--- src/rtl/fetch_pipe_if.sv ---
// fetch_pipe_if: bundles the IF/ID register traffic.
//   master: fetch side. Drives instruction/pc/fetch_valid and the stall/flush
//           controls. Observes the registered slot, fetch_hold, skid_full and
//           overflow_err.
//   slave : the fetch_pipe register itself.
interface fetch_pipe_if #(
  parameter int DATA_WIDTH  = 32,
  parameter int INSTRUCTION = 32
);
  logic [INSTRUCTION-1:0] instruction;
  logic [DATA_WIDTH-1:0]  pc;
  logic                   fetch_valid;
  logic                   stall;
  logic                   flush;
  logic [INSTRUCTION-1:0] instruction_fetch_pp;
  logic [DATA_WIDTH-1:0]  pc_fetch_pp;
  logic                   valid_fetch_pp;
  logic                   fetch_hold;
  logic                   skid_full;
  logic                   overflow_err;

  modport master (
    output instruction, pc, fetch_valid, stall, flush,
    input  instruction_fetch_pp, pc_fetch_pp, valid_fetch_pp,
           fetch_hold, skid_full, overflow_err
  );

  modport slave (
    input  instruction, pc, fetch_valid, stall, flush,
    output instruction_fetch_pp, pc_fetch_pp, valid_fetch_pp,
           fetch_hold, skid_full, overflow_err
  );
endinterface

--- src/rtl/fetch_pipe.sv ---
// fetch_pipe: IF/ID pipeline register with a one-entry skid buffer.
// It registers the fetched instruction and PC with a valid tag. It holds on
// stall, and a flush turns the slot into a NOP bubble. The fetch already in
// flight when a stall arrives is parked in the skid and is presented first
// once the stall releases.
// Ports:
//   clk  : clock, rising edge
//   rst  : asynchronous, active-high reset
//   bus  : fetch_pipe_if.slave
//     in : instruction, pc, fetch_valid, stall, flush
//     out: instruction_fetch_pp, pc_fetch_pp, valid_fetch_pp,
//          fetch_hold (stall | skid occupied), skid_full, overflow_err (sticky)
module fetch_pipe #(
  parameter int                     DATA_WIDTH  = 32,
  parameter int                     INSTRUCTION = 32,
  parameter logic [INSTRUCTION-1:0] NOP         = 32'h0000_0013
) (
  input logic        clk,
  input logic        rst,
  fetch_pipe_if.slave bus
);

  logic [INSTRUCTION-1:0] instr_q, instr_d;
  logic [DATA_WIDTH-1:0]  pc_q, pc_d;
  logic                   valid_q, valid_d;
  logic [INSTRUCTION-1:0] skid_instr_q, skid_instr_d;
  logic [DATA_WIDTH-1:0]  skid_pc_q, skid_pc_d;
  logic                   skid_valid_q, skid_valid_d;
  logic                   ovf_q, ovf_d;

  // Priority: flush > stall > normal. Skid content always leaves before the
  // live input, which keeps instructions in fetch order.
  always_comb begin
    instr_d      = instr_q;
    pc_d         = pc_q;
    valid_d      = valid_q;
    skid_instr_d = skid_instr_q;
    skid_pc_d    = skid_pc_q;
    skid_valid_d = skid_valid_q;
    ovf_d        = ovf_q;

    if (bus.flush) begin
      instr_d      = NOP;
      pc_d         = '0;
      valid_d      = 1'b0;
      skid_valid_d = 1'b0;
    end else if (bus.stall) begin
      if (bus.fetch_valid) begin
        if (skid_valid_q) begin
          ovf_d = 1'b1;
        end else begin
          skid_instr_d = bus.instruction;
          skid_pc_d    = bus.pc;
          skid_valid_d = 1'b1;
        end
      end
    end else if (skid_valid_q) begin
      instr_d = skid_instr_q;
      pc_d    = skid_pc_q;
      valid_d = 1'b1;
      if (bus.fetch_valid) begin
        skid_instr_d = bus.instruction;
        skid_pc_d    = bus.pc;
      end else begin
        skid_valid_d = 1'b0;
      end
    end else if (bus.fetch_valid) begin
      instr_d = bus.instruction;
      pc_d    = bus.pc;
      valid_d = 1'b1;
    end else begin
      instr_d = NOP;
      pc_d    = '0;
      valid_d = 1'b0;
    end
  end

  always_ff @(posedge clk or posedge rst) begin
    if (rst) begin
      instr_q      <= NOP;
      pc_q         <= '0;
      valid_q      <= 1'b0;
      skid_instr_q <= '0;
      skid_pc_q    <= '0;
      skid_valid_q <= 1'b0;
      ovf_q        <= 1'b0;
    end else begin
      instr_q      <= instr_d;
      pc_q         <= pc_d;
      valid_q      <= valid_d;
      skid_instr_q <= skid_instr_d;
      skid_pc_q    <= skid_pc_d;
      skid_valid_q <= skid_valid_d;
      ovf_q        <= ovf_d;
    end
  end

  assign bus.instruction_fetch_pp = instr_q;
  assign bus.pc_fetch_pp          = pc_q;
  assign bus.valid_fetch_pp       = valid_q;
  assign bus.fetch_hold           = bus.stall | skid_valid_q;
  assign bus.skid_full            = skid_valid_q;
  assign bus.overflow_err         = ovf_q;

endmodule

--- src/flat_wrapper.sv ---
// flat-port wrapper written by rule: the top's interface ports become plain ports
module fetch_pipe_flat 
#(
  parameter int                     DATA_WIDTH  = 32,
  parameter int                     INSTRUCTION = 32,
  parameter logic [INSTRUCTION-1:0] NOP         = 32'h0000_0013
)
  (clk, rst, bus_instruction, bus_pc, bus_fetch_valid, bus_stall, bus_flush, bus_instruction_fetch_pp, bus_pc_fetch_pp, bus_valid_fetch_pp, bus_fetch_hold, bus_skid_full, bus_overflow_err);
  fetch_pipe_if #(.DATA_WIDTH(DATA_WIDTH), .INSTRUCTION(INSTRUCTION)) bus_i ();
  input logic clk;
  input logic rst;
  input wire logic [$bits(bus_i.instruction)-1:0] bus_instruction;
  input wire logic [$bits(bus_i.pc)-1:0] bus_pc;
  input wire logic [$bits(bus_i.fetch_valid)-1:0] bus_fetch_valid;
  input wire logic [$bits(bus_i.stall)-1:0] bus_stall;
  input wire logic [$bits(bus_i.flush)-1:0] bus_flush;
  output wire logic [$bits(bus_i.instruction_fetch_pp)-1:0] bus_instruction_fetch_pp;
  output wire logic [$bits(bus_i.pc_fetch_pp)-1:0] bus_pc_fetch_pp;
  output wire logic [$bits(bus_i.valid_fetch_pp)-1:0] bus_valid_fetch_pp;
  output wire logic [$bits(bus_i.fetch_hold)-1:0] bus_fetch_hold;
  output wire logic [$bits(bus_i.skid_full)-1:0] bus_skid_full;
  output wire logic [$bits(bus_i.overflow_err)-1:0] bus_overflow_err;
  assign bus_i.instruction = bus_instruction;
  assign bus_i.pc = bus_pc;
  assign bus_i.fetch_valid = bus_fetch_valid;
  assign bus_i.stall = bus_stall;
  assign bus_i.flush = bus_flush;
  assign bus_instruction_fetch_pp = bus_i.instruction_fetch_pp;
  assign bus_pc_fetch_pp = bus_i.pc_fetch_pp;
  assign bus_valid_fetch_pp = bus_i.valid_fetch_pp;
  assign bus_fetch_hold = bus_i.fetch_hold;
  assign bus_skid_full = bus_i.skid_full;
  assign bus_overflow_err = bus_i.overflow_err;
  fetch_pipe #(.DATA_WIDTH(DATA_WIDTH), .INSTRUCTION(INSTRUCTION), .NOP(NOP)) u_core (.clk(clk), .rst(rst), .bus(bus_i));
endmodule
--- config.mk ---
export PLATFORM = sky130hd
export DESIGN_NAME = fetch_pipe_flat
export DESIGN_NICKNAME = d
export VERILOG_FILES = /design/src/rtl/fetch_pipe_if.sv /design/src/rtl/fetch_pipe.sv /design/src/flat_wrapper.sv
export SDC_FILE = /design/constraint.sdc
export NUM_CORES = 1
export LEC_CHECK = 0
export ABC_AREA = 0
export BUFFER_PORTS_ARGS = -buffer_cell sky130_fd_sc_hd__buf_2
export CAP_MARGIN = 20
export CELL_PAD_IN_SITES_DETAIL_PLACEMENT = 1
export CELL_PAD_IN_SITES_GLOBAL_PLACEMENT = 1
export CORE_ASPECT_RATIO = 1.2
export CORE_MARGIN = 5
export CORE_UTILIZATION = 39
export CTS_CLUSTER_DIAMETER = 30
export CTS_CLUSTER_SIZE = 24
export DETAILED_ROUTE_END_ITERATION = 12
export GPL_TIMING_DRIVEN = 1
export PLACE_DENSITY = 0.8
export SYNTH_ARGS = -nofsm -noshare
export SYNTH_HDL_FRONTEND = slang
export SYNTH_SLANG_ARGS = --single-unit
--- constraint.sdc ---
create_clock -name clk -period 3.6 [get_ports clk]
set_input_delay 0.18 -clock clk [delete_from_list [all_inputs] [get_ports clk]]
set_output_delay 0.18 -clock clk [all_outputs]
set_load 0.1 [all_outputs]
Yosys cells after proc, flatten, opt, wreduce, memory -nomap -nowiden
Index checks and enable logic that the tools add are counted.
{"block": "word_totals", "regBits": 131, "inputBits": 69}
{"block": "op_classes", "eq_ne": 5, "n_mux": 26, "n_bitwise": 2, "reduce_logical": 3}
{"cell": "$mux 32", "count": 18}
{"cell": "$mux 1", "count": 8}
{"cell": "$ne 2x2->1 const B", "count": 3}
{"cell": "$reduce_and 5->1", "count": 1}
{"cell": "$reduce_and 4->1", "count": 1}
{"cell": "$ne 3x2->1 const B", "count": 1}
{"cell": "$ne 2x1->1 const B", "count": 1}
{"cell": "$reduce_bool 2->1", "count": 1}
{"cell": "$not 1->1", "count": 1}
{"cell": "$or 1x1->1", "count": 1}

Logic depth before layout (Yosys ltp)
{"block": "depth", "depth_word": 4, "ltp_mapped": 6, "depth_no_buf": 3}

Worst setup path after synthesis
OpenSTA, ideal clock, no wires.
{"block": "synth_timing", "path_type": "reg-to-reg", "start": "reg u_core.skid_valid_q, in the netlist u_core.bus.skid_full", "end": "reg u_core.skid_instr_q[10]", "setup_time_ns": 0.125, "arrival_time_ns": 2.070, "t_required_ns": 3.475, "slack_ns": 1.405, "path_stages_with_launch": 7, "synth_period_minus_slack_ns": 2.195, "cell_sequence": "dfrtp_1 -> buf_4 -> xnor2_1 -> nor3b_2 -> buf_6 -> buf_12 -> mux2_4"}
{"block": "synth_between", "elab_chain_cells": 2, "elab_cells_between_ends": 4, "cone_classes": "eq/ne: 2; reduce/logical: 2"}
{"element": "from (decl)", "line_no": "fetch_pipe.sv:28", "text": "logic skid_valid_q, skid_valid_d;"}
{"element": "from (signal assigned)", "line_no": "fetch_pipe.sv:93", "text": "skid_valid_q <= skid_valid_d;"}
{"element": "$ne 2x2->1 (no source line) / $reduce_bool 2->1 (equally long branches)"}
{"element": "$reduce_and 5->1 (no source line) *"}
{"element": "to (signal assigned)", "line_no": "fetch_pipe.sv:91", "text": "skid_instr_q <= skid_instr_d;"}
{"element": "to (decl)", "line_no": "fetch_pipe.sv:26", "text": "logic [INSTRUCTION-1:0] skid_instr_q, skid_instr_d;"}
Every way passes the cells marked *; elsewhere a longest branch is shown, timed or not.
A chain may end at the register's enable or synchronous reset.

Worst setup path after layout
{"block": "layout_timing", "start": "reg u_core.skid_valid_q, in the netlist u_core.bus.skid_full", "end": "out bus_fetch_hold"}
{"block": "layout_between", "elab_chain_cells": 1}
{"element": "$or 1x1->1", "line_no": "fetch_pipe.sv:101", "text": "assign bus.fetch_hold = bus.stall | skid_valid_q;"}
{"element": "to (decl)", "line_no": "flat_wrapper.sv:20", "text": "output wire logic [$bits(bus_i.fetch_hold)-1:0] bus_fetch_hold;"}
No other way between the ends.

==> impl_metrics.csv <==
group,metric,value,unit
final_layout,nFillCells,1586,
route,viasPerCell,5.33,
clocking,cts_made_buffers,17,
yosys,synth-seq-cells,131,
sta,setup_viol,0,
clocking,cts_root_buf,"clkbuf_16",
global_route,gr-usage-met1,23.0,%
clocking,htree_levels,4,
sta,slew_violations,0,
worst_setup_path,cp_max_fo,69,
route,drt_iter0_drc,247,
power_and_ir_drop,power.density,638,mW/mm^2
worst_setup_path,cp-startpoint,"u_core.bus.skid_full$_DFFE_PP0P_",
global_route,grt_max_degree,77,
power_and_ir_drop,peakVddDrop,0.000291,V
worst_setup_path,crit_path_top_delay_cell,"buf_4",
sta,tns,0,ns
place,io_buffers,136,
sta,worstMarginPinSlew,0.873,ns
sta,period_share,63.8,%
worst_setup_path,crit_type,"flip-flop to primary output",
outcome,status,"completed",
worst_setup_path,r2r-start,"u_core.bus.skid_full$_DFFE_PP0P_",
worst_setup_path,max_stage_delay,0.64,ns
final_layout,fin_area,0.00725,mm^2
hold_path,hp-class,"input pin to flip-flop",
clocking,clk_latency,0.40,ns
worst_setup_path,arrival,2.12,ns
flow_run,maxCapViolations,0,
worst_setup_path,path_cells,"buf_4 > or2_2 > buf_2",
final_layout,instances_no_fill,784,
final_layout,register_area,0.00328,mm^2
sta,skew,0.00710,ns
yosys,syn_inst,445,
global_route,grt_pass1_wl,24400,um
worst_setup_path,cp_num_buf_inv,2,
place,hpwl,9470,um
global_route,grt_pass1_vias,4680,
route,drtPass1Iterations,4,
route,drc,0,
global_route,met2_usage,28.8,%
clocking,post_cts_resized,0,
global_route,globalRouteMet3Util,4.07,%
global_route,antenna_found_initial,1,
route,wire_per_inst,19.0,um
final_layout,final_core_util,48.7,%
final_layout,area_growth,23.5,%
yosys,avgSynthCellArea,13.2,um^2
place,dp.cells,751,
floorplan,core,0.0149,mm^2
hold_path,min-delay-start,"bus_pc[18]",
route,final_antenna_net_count,0,
floorplan,rows,49,
final_layout,nNetsFinal,636,
place,postPlaceCellArea,0.00664,mm^2
sta,hold_viol,0,
route,routed_wl,14900,um
power_and_ir_drop,power.leakage,3.39,nW
yosys,syn_nets,514,
floorplan,die_h,144,um
final_layout,multi_input_area,0.00231,mm^2
floorplan,initial_core_util,39.4,%
clocking,clk_pin_slew,0.06,ns
power_and_ir_drop,total_power,4.62,mW
global_route,grt_usage,17.5,%
clocking,cts.sinks,131,
yosys,seq_area_frac_synth,55.9,%
sta,relSlewSlack,41.7,%
global_route,grt_overflow,0,
final_layout,layout-drive-gt1-share,42.8,%
global_route,grt_busiest_layer,"met2",
sta,grt_setup_unrepaired,"no",
yosys,synthesis.area,0.00587,mm^2
final_layout,n_antenna_cell,0,
floorplan,die-area,0.0176,mm^2
clocking,clk_path_buf_depth,2,
worst_setup_path,crit_family,"buffers and inverters",
route,vias,4180,
yosys,synth_cell_types,25,
floorplan,io_pins,137,
worst_setup_path,required,3.42,ns
sta,timing.fmax,436,MHz
worst_setup_path,startpoint_type,"flip-flop",
place,place.gp.congestion,0.792,
sta,min_period,2.30,ns
worst_setup_path,end_kind,"primary output",
clocking,cts_tree,"built",
floorplan,dieWidth,122,um
yosys,synth_warnings,0,
[kinds of logic after synthesis]
kind of cell	after synthesis	synth area share [%]
flops	131	55.9
xor+xnor	1	0.149
mux	66	16.4
simple gates	131	12.6
buf+inv	47	5.03
compound gates	69	9.99
[routing by layer]
layer | vias to the layer above | part of all wire [%]
li1 | 1880 | -
met4 | 2 | 1.0
met2 | 110 | 50
met3 | 11 | 5.2
met5 | - | 0.047
met1 | 2177 | 44
[final cells by class]
type	instances	area share, %
clock buffer	17	5.87
clock inverter	15	2.38
tap	204	3.52
inverter	4	0.259
timing repair buffer	146	10.8
multi-input combinational	267	31.8
sequential	131	45.3
[where the power goes]
group | internal [mW] | leakage [nW] | switching [mW]
sequential | 1.70 | 1.63 | 0.143
clock | 1.04 | 0.277 | 0.701
combinational | 0.380 | 1.48 | 0.658
[path summary, 6_finish.rpt]
| kind | end | slack (ns) | cells after the start |
|---|---|---|---|
| setup / recovery | bus_fetch_hold | 1.30 | 3 |
| hold / removal | u_core.skid_pc_q[18]$_DFFE_PP0P_ | 0.03 | 2 |
| setup reg to reg | u_core.bus.pc_fetch_pp[11]$_DFFE_PP0P_ | 1.66 | 4 |
| hold reg to reg | u_core.skid_instr_q[3]$_DFFE_PP0P_ | 0.51 | 1 |
| max in group asynchronous | u_core.skid_pc_q[7]$_DFFE_PP0P_ | 2.51 | 4 |
| min in group asynchronous | u_core.skid_instr_q[11]$_DFFE_PP0P_ | 0.45 | 4 |
[metrics by stage]
step,hold slack [ns],setup slack [ns]
floorplan,0.328,1.41
global placement,0.333,1.57
detailed placement,0.335,1.51
CTS,0.000955,1.29
global route,0.00661,1.21
finish,0.0259,1.30
[cells in the mapped netlist (all sizes together)]
master	number	area, um^2
o21ai	1	5.00
nor2	3	11.3
nor2b	62	388
mux2	63	931
a221oi	62	543
nor3b	1	12.5
xnor2	1	8.76
dfrtp	128	3200
inv	4	15.0
clkbuf	25	93.8
o21bai	2	15.0
mux2i	3	30.0
or2	1	6.26
nand2	1	3.75
a211o	1	8.76
a21oi	3	15.0
buf	18	186
dfstp	3	78.8
nand2b	1	6.26
nor3	62	310
[flip-flops by register name (all words and copies together), names as in the netlist]
signal / cells
u_core.bus.skid_full: 1
u_core.bus.valid_fetch_pp: 1
u_core.skid_instr_q: 32
u_core.bus.instruction_fetch_pp: 32
u_core.bus.pc_fetch_pp: 32
u_core.skid_pc_q: 32
u_core.bus.overflow_err: 1
[worst reg2reg max path, cell delays in order, from the launching register on]
cell and delay (ns):
dfrtp_2 0.44, nor2b_4 0.70, buf_4 0.36, a221oi_1 0.12
nor3_1 0.24
[cells in the final DEF, fill, tap and decap left out, types with 4 or more instances in the layout]
cell type,n
clkbuf_16,17
clkinvlp_4,6
nor2b_1,61
mux2_4,59
buf_2,135
inv_6,5
mux2_2,4
nor3_1,62
dfrtp_1,127
a221oi_1,62
buf_4,8
[what timing repair did]
| item | in CTS | in global routing |
|---|---|---|
| hold buffers | 1 | 0 |
| endpoints found under the hold margin | 73 | 0 |
| setup buffers | 0 | 0 |
Note: power is estimated with default switching activity, not from simulation.
